[src/rtl/mod_counter_pkg.sv]
// Shared definitions for the mod-N counter family (down counter and up counter).
// Contents:
//   state_e      - counter control state (IDLE / RUN / DONE), 2-bit encoding
//   DEF_MOD/W    - default modulus and count width
//   clamp_val    - saturate a requested load value into 0..mod-1
//   over_range   - true when a requested load value had to be clamped
package mod_counter_pkg;

    typedef enum logic [1:0] {
        IDLE = 2'd0,
        RUN  = 2'd1,
        DONE = 2'd2
    } state_e;

    localparam int DEF_MOD = 12;
    localparam int DEF_W   = 4;

    function automatic int clamp_val(input int v, input int mod);
        return (v > mod - 1) ? (mod - 1) : v;
    endfunction

    function automatic logic over_range(input int v, input int mod);
        return (v > mod - 1);
    endfunction

endpackage

[src/rtl/mod12_downcounter_if.sv]
// Control/status bundle of the mod-N down counter.
// master: the controlling logic (drives load/load_val/en/mode/ack, observes status)
// slave : the counter itself (drives count/zero/borrow/tc/done/load_err)
interface mod12_downcounter_if #(
    parameter int W = 4
);
    logic         load;
    logic [W-1:0] load_val;
    logic         en;
    logic         mode;
    logic         ack;
    logic [W-1:0] count;
    logic         zero;
    logic         borrow;
    logic         tc;
    logic         done;
    logic         load_err;

    modport master (
        output load, load_val, en, mode, ack,
        input  count, zero, borrow, tc, done, load_err
    );

    modport slave (
        input  load, load_val, en, mode, ack,
        output count, zero, borrow, tc, done, load_err
    );
endinterface

[src/rtl/mod_down_core.sv]
// Count register of the mod-N down counter: load (with clamp), decrement,
// and the wrap-or-stop behaviour at zero.
// Ports:
//   clk, reset   - clock, synchronous active-high reset (count -> 0)
//   load_i       - load clamped load_val_i (takes priority over dec_i)
//   load_val_i   - requested load value
//   dec_i        - consume one count this cycle
//   wrap_i       - at zero: 1 = wrap to MOD-1, 0 = hold at 0
//   count_o      - current count
//   zero_o       - count_o == 0
module mod_down_core
    import mod_counter_pkg::*;
#(
    parameter int MOD = DEF_MOD,
    parameter int W   = DEF_W
) (
    input  logic         clk,
    input  logic         reset,
    input  logic         load_i,
    input  logic [W-1:0] load_val_i,
    input  logic         dec_i,
    input  logic         wrap_i,
    output logic [W-1:0] count_o,
    output logic         zero_o
);
    localparam logic [W-1:0] MAX_CNT = W'(MOD - 1);

    logic [W-1:0] count_q;
    logic [W-1:0] count_d;

    always_comb begin
        count_d = count_q;
        if (load_i) begin
            count_d = W'(clamp_val(32'(load_val_i), MOD));
        end else if (dec_i) begin
            // Zero is never decremented, so the subtraction cannot underflow.
            if (count_q == '0) begin
                count_d = wrap_i ? MAX_CNT : '0;
            end else begin
                count_d = count_q - W'(1);
            end
        end
    end

    always_ff @(posedge clk) begin
        if (reset) begin
            count_q <= '0;
        end else begin
            count_q <= count_d;
        end
    end

    assign count_o = count_q;
    assign zero_o  = (count_q == '0);

endmodule

[src/rtl/mod12_downcounter.sv]
// Loadable mod-N down counter (default mod-12) with enable, wrap or one-shot
// mode, registered terminal-count pulse, sticky done flag and load clamp flag.
// borrow is combinational so a higher-order stage can use it as its enable.
// Ports:
//   clk, reset - clock, synchronous active-high reset
//   bus        - slave side of mod12_downcounter_if:
//                in : load, load_val, en, mode, ack
//                out: count, zero, borrow, tc, done, load_err
module mod12_downcounter
    import mod_counter_pkg::*;
#(
    parameter int MOD = DEF_MOD,
    parameter int W   = DEF_W
) (
    input  logic                   clk,
    input  logic                   reset,
    mod12_downcounter_if.slave     bus
);
    state_e       state_q, state_d;
    logic         tc_q, tc_d;
    logic         done_q, done_d;
    logic         load_err_q, load_err_d;

    logic [W-1:0] count;
    logic         zero;
    logic         dec;
    logic         fire;

    // A count is consumed only while running, enabled and not overridden by load.
    assign dec  = (state_q == RUN) && bus.en && !bus.load;
    // The zero count is being consumed this cycle: terminal count.
    assign fire = dec && zero;

    mod_down_core #(
        .MOD (MOD),
        .W   (W)
    ) u_core (
        .clk        (clk),
        .reset      (reset),
        .load_i     (bus.load),
        .load_val_i (bus.load_val),
        .dec_i      (dec),
        .wrap_i     (!bus.mode),
        .count_o    (count),
        .zero_o     (zero)
    );

    // State register
    always_ff @(posedge clk) begin
        if (reset) begin
            state_q    <= IDLE;
            tc_q       <= 1'b0;
            done_q     <= 1'b0;
            load_err_q <= 1'b0;
        end else begin
            state_q    <= state_d;
            tc_q       <= tc_d;
            done_q     <= done_d;
            load_err_q <= load_err_d;
        end
    end

    // Next-state logic
    always_comb begin
        state_d    = state_q;
        tc_d       = fire;
        load_err_d = bus.load && over_range(32'(bus.load_val), MOD);
        if (bus.load) begin
            state_d = RUN;
        end else begin
            unique case (state_q)
                IDLE: state_d = IDLE;
                RUN:  if (fire && bus.mode) state_d = DONE;
                DONE: if (bus.ack) state_d = IDLE;
                default: state_d = IDLE;
            endcase
        end
        done_d = (state_d == DONE);
    end

    // Outputs
    always_comb begin
        bus.count    = count;
        bus.zero     = zero;
        bus.borrow   = fire && !reset;
        bus.tc       = tc_q;
        bus.done     = done_q;
        bus.load_err = load_err_q;
    end

endmodule

[src/flat_wrapper.sv]
// flat-port wrapper written by rule: the top's interface ports become plain ports
module mod12_downcounter_flat import mod_counter_pkg::*;
#(
    parameter int MOD = DEF_MOD,
    parameter int W   = DEF_W
)
  (clk, reset, bus_load, bus_load_val, bus_en, bus_mode, bus_ack, bus_count, bus_zero, bus_borrow, bus_tc, bus_done, bus_load_err);
  mod12_downcounter_if #(.W(W)) bus_i ();
  input  logic clk;
  input  logic reset;
  input wire logic [$bits(bus_i.load)-1:0] bus_load;
  input wire logic [$bits(bus_i.load_val)-1:0] bus_load_val;
  input wire logic [$bits(bus_i.en)-1:0] bus_en;
  input wire logic [$bits(bus_i.mode)-1:0] bus_mode;
  input wire logic [$bits(bus_i.ack)-1:0] bus_ack;
  output wire logic [$bits(bus_i.count)-1:0] bus_count;
  output wire logic [$bits(bus_i.zero)-1:0] bus_zero;
  output wire logic [$bits(bus_i.borrow)-1:0] bus_borrow;
  output wire logic [$bits(bus_i.tc)-1:0] bus_tc;
  output wire logic [$bits(bus_i.done)-1:0] bus_done;
  output wire logic [$bits(bus_i.load_err)-1:0] bus_load_err;
  assign bus_i.load = bus_load;
  assign bus_i.load_val = bus_load_val;
  assign bus_i.en = bus_en;
  assign bus_i.mode = bus_mode;
  assign bus_i.ack = bus_ack;
  assign bus_count = bus_i.count;
  assign bus_zero = bus_i.zero;
  assign bus_borrow = bus_i.borrow;
  assign bus_tc = bus_i.tc;
  assign bus_done = bus_i.done;
  assign bus_load_err = bus_i.load_err;
  mod12_downcounter #(.MOD(MOD), .W(W)) u_core (.clk(clk), .reset(reset), .bus(bus_i));
endmodule
[config.mk]
export PLATFORM = sky130hd
export DESIGN_NAME = mod12_downcounter_flat
export DESIGN_NICKNAME = d
export VERILOG_FILES = /design/src/rtl/mod_counter_pkg.sv /design/src/rtl/mod12_downcounter_if.sv /design/src/rtl/mod_down_core.sv /design/src/rtl/mod12_downcounter.sv /design/src/flat_wrapper.sv
export SDC_FILE = /design/constraint.sdc
export NUM_CORES = 1
export LEC_CHECK = 0
export BUFFER_PORTS_ARGS = -buffer_cell sky130_fd_sc_hd__buf_2
export CAP_MARGIN = 30
export CORE_MARGIN = 5
export CORE_UTILIZATION = 40
export CTS_CLUSTER_SIZE = 10
export DETAILED_ROUTE_END_ITERATION = 10
export PLACE_DENSITY_LB_ADDON = 0.1
export SLEW_MARGIN = 20
export SYNTH_ARGS = -nofsm -noshare
export SYNTH_HDL_FRONTEND = slang
export SYNTH_SLANG_ARGS = --single-unit
export TNS_END_PERCENT = 10
[constraint.sdc]
create_clock -name clk -period 2.9 [get_ports clk]
set_input_delay 0.145 -clock clk [delete_from_list [all_inputs] [get_ports clk]]
set_output_delay 0.145 -clock clk [all_outputs]
set_load 0.05 [all_outputs]
==> out/qor.txt <==
area share of the largest cell type after synthesis -> 0.330
top flip-flop cell by instance count after synthesis -> dfxtp_1
TritonCTS clock tree -> done
cell area after synthesis -> 546 um2
setup slack after placement -> 1.19 ns
largest net degree at the start of global routing -> 10
transition time of the tightest slew-check pin -> 0.340 ns
HP Class -> in2reg
max-slew violation count -> 0
post-synthesis cell count -> 62
post-CTS setup buffers -> 0
GRT Total Usage -> 0.137
number of enable flip-flop cells after synthesis -> 0
number of distinct library cells after synthesis -> 31
root buf cell -> clkbuf_4
Synthesis Warnings -> 0
via/cell ratio -> 5.37
Cell Count Post-Placement -> 95
DRC Markers -> 0
run status -> finished clean
CTS HTree Levels -> 1
post-synthesis net count -> 75
antenna violations before repair -> 0
Area after DPL -> 654 um2
drt first pass iters -> 4
area grow syn2layout -> 24.8%
Static Leakage -> 0.314 nW
final wirelength -> 1300 um
cell types occupying the most area after synthesis -> dfxtp_1 33%, ha_1 6.9%, inv_1 4.8%
Final Worst Setup Slack -> 1.06 ns
Clk pin slew, worst setup/hold paths -> 0.06 ns
Crit Reg-Reg Startpoint -> u_core.u_core.count_o[0]
Top delay family on crit path -> simple AND/OR/NAND/NOR gates
buffers added on ports -> 18
arrival time worst endpoint -> 1.69 ns
Final Cell Area -> 681 um2
total of flip-flops plus latches after synthesis -> 9
Layout Utilization -> 0.523
count of final hold-check violations -> 0
sequential element share of the synthesized area -> 0.330
post-detail-place hpwl -> 1000 um
cell area power density -> 467 nW/um2
overall via count from detail_route -> 532
Std-Cell Rows -> 13
starting density of the core -> 0.419
buffers and inverters on the worst path -> 1
detailed router's first-iteration violation count -> 13
post-layout net count -> 98
Min-Delay Startpoint -> bus_load_val[2]
remaining number of nets flagged by the antenna check after routing -> 0
kind of critical path -> reg2out
Data required, critical path -> 2.76 ns
max capacitance violation total -> 0
crit-path max cell delay -> 0.39 ns
peak supply drop -> 298 uV
average footprint of a synthesized cell -> 8.80 um2
largest area contributor in the netlist -> dfxtp_1
via count of the first global-routing pass -> 486
accumulated negative setup slack -> 0 ns
final critical-path required period -> 1.84 ns
reg-to-reg critical path endpoint -> u_core.u_core.count_o[1]
clock sink total -> 9
Worst-Skew Late Latency -> 0.26 ns
Core Box Area -> 1300 um2
Min-Delay Path Depth -> 3
worst-case hold path end point -> u_core.bus.load_err
cts hold-fix bufs -> 0
final number of setup-violating endpoints -> 0
Antenna diodes -> 0
die area -> 2200 um2
routed wirelength normalized by instance count -> 13.1 um
crit start category -> register
setup skew after layout -> 0.00636 ns
number of primary I/O pins -> 19
TritonCTS Buffers -> 3
critical path endpoint category -> primary output
tightest slew margin relative to the limit -> 0.770
maximum fanout encountered on the critical timing path -> 6
leading cell types in the layout, fill and taps excluded -> 18 x buf_2, 9 x dfxtp_1, 7 x inv_1
share of flip-flops with an asynchronous set or reset -> 0
worst hold slack after final layout -> 0.119 ns
post-cts gate resize count -> 0
final cell count without fillers -> 99
RSZ-0062 raised after global routing -> false
share of cells above drive strength 1 -> 0.310
Register-to-Register Path Depth -> 5
cell with the largest stage delay on the worst path -> dfxtp_1
gp weighted congestion -> 0.789
Max Fclk -> 0.544 GHz
Total Power Consumption -> 0.318 mW
floorplan die height -> 46.9 um
x dimension of the die -> 46.9 um
final period utilization -> 0.634
wire length of the first global-routing pass -> 2110 um
Clock Tree Buf Depth -> 2
FF-to-FF setup slack -> 1.18 ns
total overflow reported by the global router -> 0
cell breakdown of the critical path -> ha_1 > and3b_1 > and3_1 > buf_2
most common cell after layout, fill and taps aside -> buf_2
## cell usage after synthesis, types with 2 or more instances
cell type,count
nand2_1,3
a31oi_1,2
nor2b_1,3
and3_1,3
a21oi_1,3
o21ai_0,5
nor2_1,3
inv_1,7
dfxtp_1,9
ha_1,3
## tightest hold or removal path, cell delays in order
cell and delay [ns]:
buf_2 0.11, nand2_1 0.05, nor3_1 0.04
## per-layer routing
layer | GRT usage | up-vias | wire (um)
li1 | - | 276 | -
met5 | 0 | - | 0
met2 | 0.198 | 17 | 558
met4 | 0.0331 | 0 | 10
met1 | 0.188 | 237 | 621
met3 | 0.0613 | 2 | 104
## state kept, by name, indices dropped and copies added (netlist names)
name,flops
u_core.u_core.count_o,4
u_core.bus.done,1
u_core.state_q,2
u_core.bus.tc,1
u_core.bus.load_err,1
## worst max path at each step
stage	startpoint	end	depth (start not counted)
after floorplan	u_core.u_core.count_o[1]	u_core.u_core.count_o[1]	5
after global placement	u_core.u_core.count_o[0]	u_core.u_core.count_o[1]	5
after detailed placement	u_core.u_core.count_o[0]	u_core.u_core.count_o[1]	5
after CTS	u_core.state_q[0]	bus_borrow	4
after global routing	u_core.u_core.count_o[1]	bus_borrow	5
final	u_core.state_q[0]	bus_borrow	4
## final cells by class
class	count	area, um2
clock buffer	4	26.3
fill	138	621
inverter	7	26.3
multi-input combinational	46	339
sequential	9	180
tap	15	18.8
timing repair buffer	18	90.1
## power breakdown
part / internal, mW / switching, mW / leakage (nW)
Clock: 0.0531 / 0.0443 / 0.0150
Combinational: 0.0310 / 0.0533 / 0.226
Sequential: 0.129 / 0.00719 / 0.0739
## cells by family (layout without fill, tap and decap cells)
logic type                 count (synthesis)  after routing  synth area share
buffers and inverters                      7             29            0.0482
DFF                                        9              9             0.330
muxes                                      2              2            0.0459
AOI/OAI and AO/OA                         18             18             0.232
and+or+nand+nor                           23             23             0.275
adders and majority gates                  3              3            0.0688
(Power assumes the default switching activity.)
